--- config.mk ---
export PLATFORM = sky130hd
export DESIGN_NAME = pe_tile_sequencer
export DESIGN_NICKNAME = d
export VERILOG_FILES = /design/src/rtl/pe_tile_sequencer.sv
export SDC_FILE = /design/constraint.sdc
export NUM_CORES = 2
export LEC_CHECK = 0
export BUFFER_PORTS_ARGS = -buffer_cell sky130_fd_sc_hd__buf_2
export CORE_AREA = 5 5 301 303
export CTS_CLUSTER_DIAMETER = 40
export CTS_CLUSTER_SIZE = 16
export DETAILED_ROUTE_END_ITERATION = 7
export DIE_AREA = 0 0 306 308
export PLACE_DENSITY = 0.63
export SYNTH_ARGS = -nofsm -noshare
export SYNTH_HDL_FRONTEND = slang
export SYNTH_SLANG_ARGS = --single-unit
export TNS_END_PERCENT = 1
--- constraint.sdc ---
create_clock -name clk -period 2.3 [get_ports clk]
set_input_delay 0 -clock clk [delete_from_list [all_inputs] [get_ports clk]]
set_output_delay 0 -clock clk [all_outputs]
set_load 0.005 [all_outputs]
--- src/rtl/pe_tile_sequencer.sv ---
// pe_tile_sequencer: streams in a weight/activation tile, runs the bit-plane PE once, streams out the result tile.
// Defining PE_TIMEOUT_EN adds a watchdog on the PE handshake and drives err_timeout.
module pe_tile_sequencer #(
    parameter int TILE_SIZE      = 4,
    parameter int ACT_WIDTH      = 8,
    parameter int NUM_BIT_PLANES = 4,
    parameter int RESULT_WIDTH   = 32,
    parameter int TIMEOUT_CYCLES = 64
) (
    input  logic                                          clk,
    input  logic                                          rst_n,
    input  logic                                          in_valid,
    output logic                                          in_ready,
    input  logic [NUM_BIT_PLANES-1:0]                     in_weight,
    input  logic [ACT_WIDTH-1:0]                          in_act,
    output logic                                          pe_start,
    input  logic                                          pe_done,
    output logic                                          pe_rst_n,
    output logic [NUM_BIT_PLANES*TILE_SIZE*TILE_SIZE-1:0] pe_weight_tiles,
    output logic [ACT_WIDTH*TILE_SIZE*TILE_SIZE-1:0]      pe_activation_tile,
    input  logic [RESULT_WIDTH*TILE_SIZE*TILE_SIZE-1:0]   pe_result_tile,
    output logic                                          out_valid,
    input  logic                                          out_ready,
    output logic [RESULT_WIDTH-1:0]                       out_data,
    output logic                                          out_last,
    output logic                                          busy,
    output logic [15:0]                                   tile_count,
    output logic                                          err_timeout
);
    localparam int TT = TILE_SIZE * TILE_SIZE;
    localparam int CW = (TT > 1) ? $clog2(TT) : 1;
    localparam logic [CW-1:0] LAST = CW'(TT - 1);

    typedef enum logic [2:0] {LOAD, ISSUE, WAIT, CAPTURE, REARM, DRAIN} state_t;

    state_t                       state_q;
    logic [CW-1:0]                n_q, m_q;
    logic                         in_ready_q, pe_start_q, out_valid_q;
    logic [15:0]                  tile_count_q;
    logic [NUM_BIT_PLANES*TT-1:0] w_q;
    logic [ACT_WIDTH*TT-1:0]      a_q;
    logic [RESULT_WIDTH*TT-1:0]   r_q;
    logic                         load_fire, drain_fire;

`ifdef PE_TIMEOUT_EN
    localparam int WW = $clog2(TIMEOUT_CYCLES + 1);
    logic [WW-1:0] wd_q;
    logic          err_q;
    assign err_timeout = err_q;
`else
    assign err_timeout = 1'b0 && (TIMEOUT_CYCLES > 0);
`endif

    assign load_fire          = in_valid && in_ready_q;
    assign drain_fire         = out_valid_q && out_ready;
    assign in_ready           = in_ready_q;
    assign pe_start           = pe_start_q;
    assign out_valid          = out_valid_q;
    assign out_last           = out_valid_q && (m_q == LAST);
    assign out_data           = r_q[int'(m_q)*RESULT_WIDTH +: RESULT_WIDTH];
    assign busy               = (state_q != LOAD);
    assign tile_count         = tile_count_q;
    assign pe_rst_n           = rst_n && (state_q != REARM);
    assign pe_weight_tiles    = w_q;
    assign pe_activation_tile = a_q;

    always_ff @(posedge clk) begin
        if (!rst_n) begin
            state_q      <= LOAD;
            n_q          <= '0;
            m_q          <= '0;
            in_ready_q   <= 1'b0;
            pe_start_q   <= 1'b0;
            out_valid_q  <= 1'b0;
            tile_count_q <= '0;
            w_q          <= '0;
            a_q          <= '0;
            r_q          <= '0;
`ifdef PE_TIMEOUT_EN
            wd_q         <= '0;
            err_q        <= 1'b0;
`endif
        end else begin
            case (state_q)
                LOAD: begin
                    in_ready_q <= !(load_fire && n_q == LAST);
                    if (load_fire) begin
                        // weight bit b of element e lands in plane b at the same element position
                        for (int e = 0; e < TT; e++) begin
                            if (n_q == CW'(e)) begin
                                for (int b = 0; b < NUM_BIT_PLANES; b++) w_q[b*TT + e] <= in_weight[b];
                                a_q[e*ACT_WIDTH +: ACT_WIDTH] <= in_act;
                            end
                        end
                        n_q <= (n_q == LAST) ? '0 : n_q + 1'b1;
                        if (n_q == LAST) begin
                            state_q    <= ISSUE;
                            pe_start_q <= 1'b1;
                        end
                    end
                end
                ISSUE: begin
                    pe_start_q <= 1'b0;
                    state_q    <= WAIT;
`ifdef PE_TIMEOUT_EN
                    wd_q       <= '0;
`endif
                end
                WAIT: begin
                    if (pe_done) state_q <= CAPTURE;
`ifdef PE_TIMEOUT_EN
                    else if (wd_q == WW'(TIMEOUT_CYCLES - 1)) begin
                        err_q   <= 1'b1;
                        r_q     <= '0;
                        state_q <= REARM;
                    end else wd_q <= wd_q + 1'b1;
`endif
                end
                CAPTURE: begin
                    r_q     <= pe_result_tile;
                    state_q <= REARM;
                end
                REARM: begin
                    out_valid_q <= 1'b1;
                    state_q     <= DRAIN;
                end
                DRAIN: begin
                    if (drain_fire) begin
                        if (m_q == LAST) begin
                            m_q          <= '0;
                            out_valid_q  <= 1'b0;
                            in_ready_q   <= 1'b1;
                            tile_count_q <= tile_count_q + 1'b1;
                            state_q      <= LOAD;
                        end else m_q <= m_q + 1'b1;
                    end
                end
                default: state_q <= LOAD;
            endcase
        end
    end
endmodule
Yosys cells after proc, flatten, opt, wreduce, memory -nomap -nowiden
Index checks and enable logic that the tools add are counted.

Flip-flop bits (word level): 734. Input bits: 529. Output and inout bits: 247. Word-level logic and storage cells: 123.

Shifts and indexed selects: 1. Add/subtract/negate cells: 3. Equality and inequality tests: 27. Reduce and logical (&&, ||, !) cells: 35. Mux-type cells: 17.

Operators with widths (number): $shiftx A512 B10 Y32 (1); $reduce_and A3 Y1 (20); $eq A4 B4 Y1 const B (9); $pmux W3 S6 (1); $add A16 B1 Y16 const B (1); $eq A4 B3 Y1 const B (4); $mux W3 (5); $ne A2 B2 Y1 const B (5); $add A4 B1 Y4 const B (2); $eq A4 B2 Y1 const B (2); $mux W4 (2); $eq A3 B2 Y1 const B (2); $eq A3 B3 Y1 const B (2); $mux W1 (6); $pmux W1 S2 (3); $reduce_bool A2 Y1 (3); $logic_and A1 B1 Y1 (5); $reduce_and A5 Y1 (1); $eq A4 B1 Y1 const B (1); $logic_not A4 Y1 (1); $reduce_and A2 Y1 (2); $eq A3 B1 Y1 const B (1); $logic_not A3 Y1 (1); $ne A3 B3 Y1 const B (1); other kinds (2) (2).

Depth between registers and ports, before layout
Depth in word-level cells: 4. Mapped depth: 8. Gate-level depth less buffers: 5.

Least setup slack after synthesis
No wires, ideal clock.

Kind: flip-flop to flip-flop. From: reg m_q[0]. To: reg tile_count_q[14] (netlist: tile_count[14]). Setup slack: 0.375 ns. Data arrival time: 1.854 ns. Buffers on the path: 0. Data required time: 2.230 ns. Library setup time: 0.070 ns. Clock period less this slack: 1.925 ns. Cell stages (with the launch flop): 6. Path through: dfxtp_1 ha_1 nand4_4 or4_4 or4_1 a21oi_1.

Cells in the longest elaborated chain, start to end: 2.

RTL lines: start: declaration (line 37) `logic [CW-1:0] n_q, m_q;`; start signal: assignment (line 135) `end else m_q <= m_q + 1'b1;`; $eq A4 B4 Y1 (line 129) `if (m_q == LAST) begin`; $reduce_and A3 Y1 (no source line); end signal: assignment (line 133) `tile_count_q <= tile_count_q + 1'b1;`; end: declaration (line 39) `logic [15:0] tile_count_q;`.

No other way between the ends. A chain may end at the register's enable or synchronous reset.

Final worst setup path
From: reg m_q[0]. To: out out_data[1].

Cells in the longest elaborated chain, start to end: 1.

RTL lines: $shiftx A512 B10 Y32 (line 60) `assign out_data = r_q[int'(m_q)*RESULT_WIDTH +: RESULT_WIDTH];`; end: declaration (line 24) `output logic [RESULT_WIDTH-1:0] out_data,`.

No other way between the ends.

==> impl_metrics.ini <==
[worst_setup_path]
worst-path-max-fanout = 7
critPathKind = reg -> out
critPathRequiredTime_ns = 2.30
start_kind = flop
end_kind = primary output
cp_data_arrival_time_ns = 2.62

[yosys]
netlist_instances = 3347
synth_nets = 3882
async_reset_ff_share_pct = 0
ys_seq_area_share_pct = 51.2
synth_seq_cells = 734
synth_top_area_share_pct = 51.2
synth_area_um2 = 28700
synth_largest_area_cell = dfxtp_1
synth_warnings = 0
synth_edf_count = 0
netlist_top_cells_count = 1083 x nand2_1, 734 x dfxtp_1, 527 x a21oi_1, 241 x clkbuf_1, 193 x nand3_1
synth_area_leaders = dfxtp_1 51%, nand2_1 14%, mux4_2 10%
synth.distinct_cells = 49
syn_area_per_cell_um2 = 8.58
synth_most_common_cell = nand2_1
ys.flop_type = dfxtp_1

[die]
io_pins = 776
die_w_um = 306
start_util_pct = 32.8
coreArea_um2 = 87700
row_count = 109
die_area_um2 = 94200
die_h_um = 308

[sta]
slew_headroom_pct = 37.8
maxSlewViolCount = 0
hold_violations = 0
worst_pin_slew_ns = 0.931
worst_slack_ns = -0.325
setup_viol = 32
fin_crit_sh_pct = 114
fmax_mhz = 381
rsz0062_at_grt = yes
finalCriticalPeriod_ns = 2.62
finClkSkew_ns = 0.0368

[drt]
routed_via_density = 5.27
wirelength_um = 133000
vias = 30900
drc = 0
drt_pass1_iterations = 6
wl_per_cell_um = 22.6
drt_iter0_drc = 3272
antenna_left = 0

[grt]
grt.total_usage_pct = 26.7
grt_first_pass_wirelength_um = 192000
overflow = 0
grt_pass1_vias = 30600
grt_max_degree = 145
antenna_found_initial = 15

[outcome]
violations = setup timing
status = complete, but fails checks

[cts]
cts_tree = done
clk_path_buf_depth = 3
clockRootBuffer = clkbuf_16
clk_latency_ns = 0.66
clk_pin_slew_worst_paths_ns = 0.05
cts_sinks = 734
cts_inserted_buffers = 103
htree_levels = 3

[place]
place_hpwl_um = 91400
numPortBuffers = 774
routabilityCongestion = 0.925
pre_cts_ws_ns = 0.209

[power]
p_leak_nw = 17.0
seqPwrFrac_pct = 40.6
power_density_nw_per_um2 = 711
p_switching_mw = 7.33
p_clk_share_pct = 53.7
power_frac_comb_pct = 5.7
p_sw_share_pct = 23.3
ir_drop_mv = 0.775
p_int_mw = 24.1
total_power_mw = 31.4

[final_layout]
fin_util_pct = 50.4
drive_gt1_share_pct = 27.8
fill_cells = 7798
area_delta_synth_final_pct = 53.9
final_nets = 5135

[worst_hold_path]
hp-class = in -> reg

[flow_run]
max-cap-violations = 0
sequential cells by signal (all words and copies together) (netlist names):
| signal | flops |
|---|---|
| in_ready | 1 |
| m_q | 4 |
| n_q | 4 |
| out_valid | 1 |
| pe_activation_tile | 128 |
| pe_start | 1 |
| pe_weight_tiles | 64 |
| r_q | 512 |
| state_q | 3 |
| tile_count | 16 |
layout make-up:
| cell class | instances | area [um2] | area share [%] |
|---|---|---|---|
| flip-flops and latches | 734 | 14700 | 33.3 |
| multi-input cells | 2311 | 13200 | 29.8 |
| repair buffers | 1445 | 11000 | 25.0 |
| clock buffers | 124 | 2770 | 6.26 |
| well taps | 1165 | 1460 | 3.30 |
| clock inverters | 68 | 971 | 2.20 |
| diodes | 20 | 50.0 | 0.113 |
| inverters | 5 | 26.3 | 0.0594 |
power by group through the flow:
stage               Sequential (mW)  Clock, mW  Combinational [mW]
finish                         12.8       16.9                1.79
global route                   12.8       17.6                1.88
CTS                            12.8       17.0                1.72
detailed placement             13.0          0               0.992
global placement               13.0          0               0.994
floorplan                      13.0          0               0.264
timing repair:
action / CTS / global route
endpoints found under the setup margin: 32 / 32
hold buffers: 527 / 0
gates resized for setup: 79 / 37
pin swaps: 26 / 17
setup buffers: 12 / 1
endpoints found under the hold margin: 667 / 0
cloned: 7 / 0
cell families after synthesis:
group,share of synthesized area [%]
compound gates,14.5
xor+xnor,0.366
fa+ha+maj,0.261
buf+inv,4.02
flops,51.2
mux,10.5
other cells,0.0131
simple gates,19.3
layer usage:
layer / routed length [um] / share of wire (%) / vias up / track usage [%]
met1: 49800 / 37 / 14700 / 32.0
met5: 0 / 0 / - / 0
li1: - / - / 14000 / -
met3: 11300 / 8.5 / 505 / 5.50
met4: 10500 / 7.9 / 0 / 18.0
met2: 61100 / 46 / 1776 / 43.4
path summary, 6_finish.rpt:
check             slack (ns)                     endpoint  cells after the start             startpoint
setup / recovery       -0.32                  out_data[1]                      8    m_q[0]$_SDFFE_PN0P_
hold / removal          0.07          n_q[1]$_SDFFE_PN0P_                      5               in_valid
setup reg to reg        0.23  tile_count[14]$_SDFFE_PN0P_                      6    m_q[0]$_SDFFE_PN0P_
hold reg to reg         0.45        r_q[241]$_SDFFE_PN0N_                      2  r_q[241]$_SDFFE_PN0N_
worst max-delay path, cell delays in order, from the launching register on:
cell and delay [ns]:
dfxtp_4 0.38, buf_12 0.14, buf_16 0.17, buf_8 0.12, buf_16 0.13, mux4_2 0.57, a22oi_1 0.20, nand2_1 0.11
buf_6 0.14
cells in the final DEF, fill, tap and decap left out, types with 6 or more instances in the layout:
cell / instances
buf_16: 8
a21oi_1: 527
mux4_2: 128
clkinvlp_4: 14
nand2_1: 1066
clkbuf_16: 103
nand2_2: 14
o21ai_0: 161
buf_6: 19
clkbuf_8: 11
inv_6: 11
clkbuf_1: 10
or3_1: 6
buf_4: 78
nand3_1: 193
clkinv_2: 8
mux2i_1: 12
diode_2: 20
ha_1: 6
buf_2: 767
clkinv_4: 9
a22oi_1: 19
nor2_1: 28
xnor2_1: 8
dfxtp_1: 732
a22oi_2: 45
nand4_1: 19
buf_12: 41
bufinv_16: 14
dlygate4sd3_1: 527
o21ai_1: 27
per-stage QoR:
step	instance area (um2)	TNS, ns	instances	hold WS, ns
after global routing	44200	-10.40	5860	0.0566
final	44200	-7.76	5872	0.0665
after floorplan	28700	0	3347	0.136
after detailed placement	34300	0	5114	0.246
after CTS	44000	-9.91	5852	0.0107
after global placement	34300	0	5114	0.242
Power figures use the tool's default switching activity.
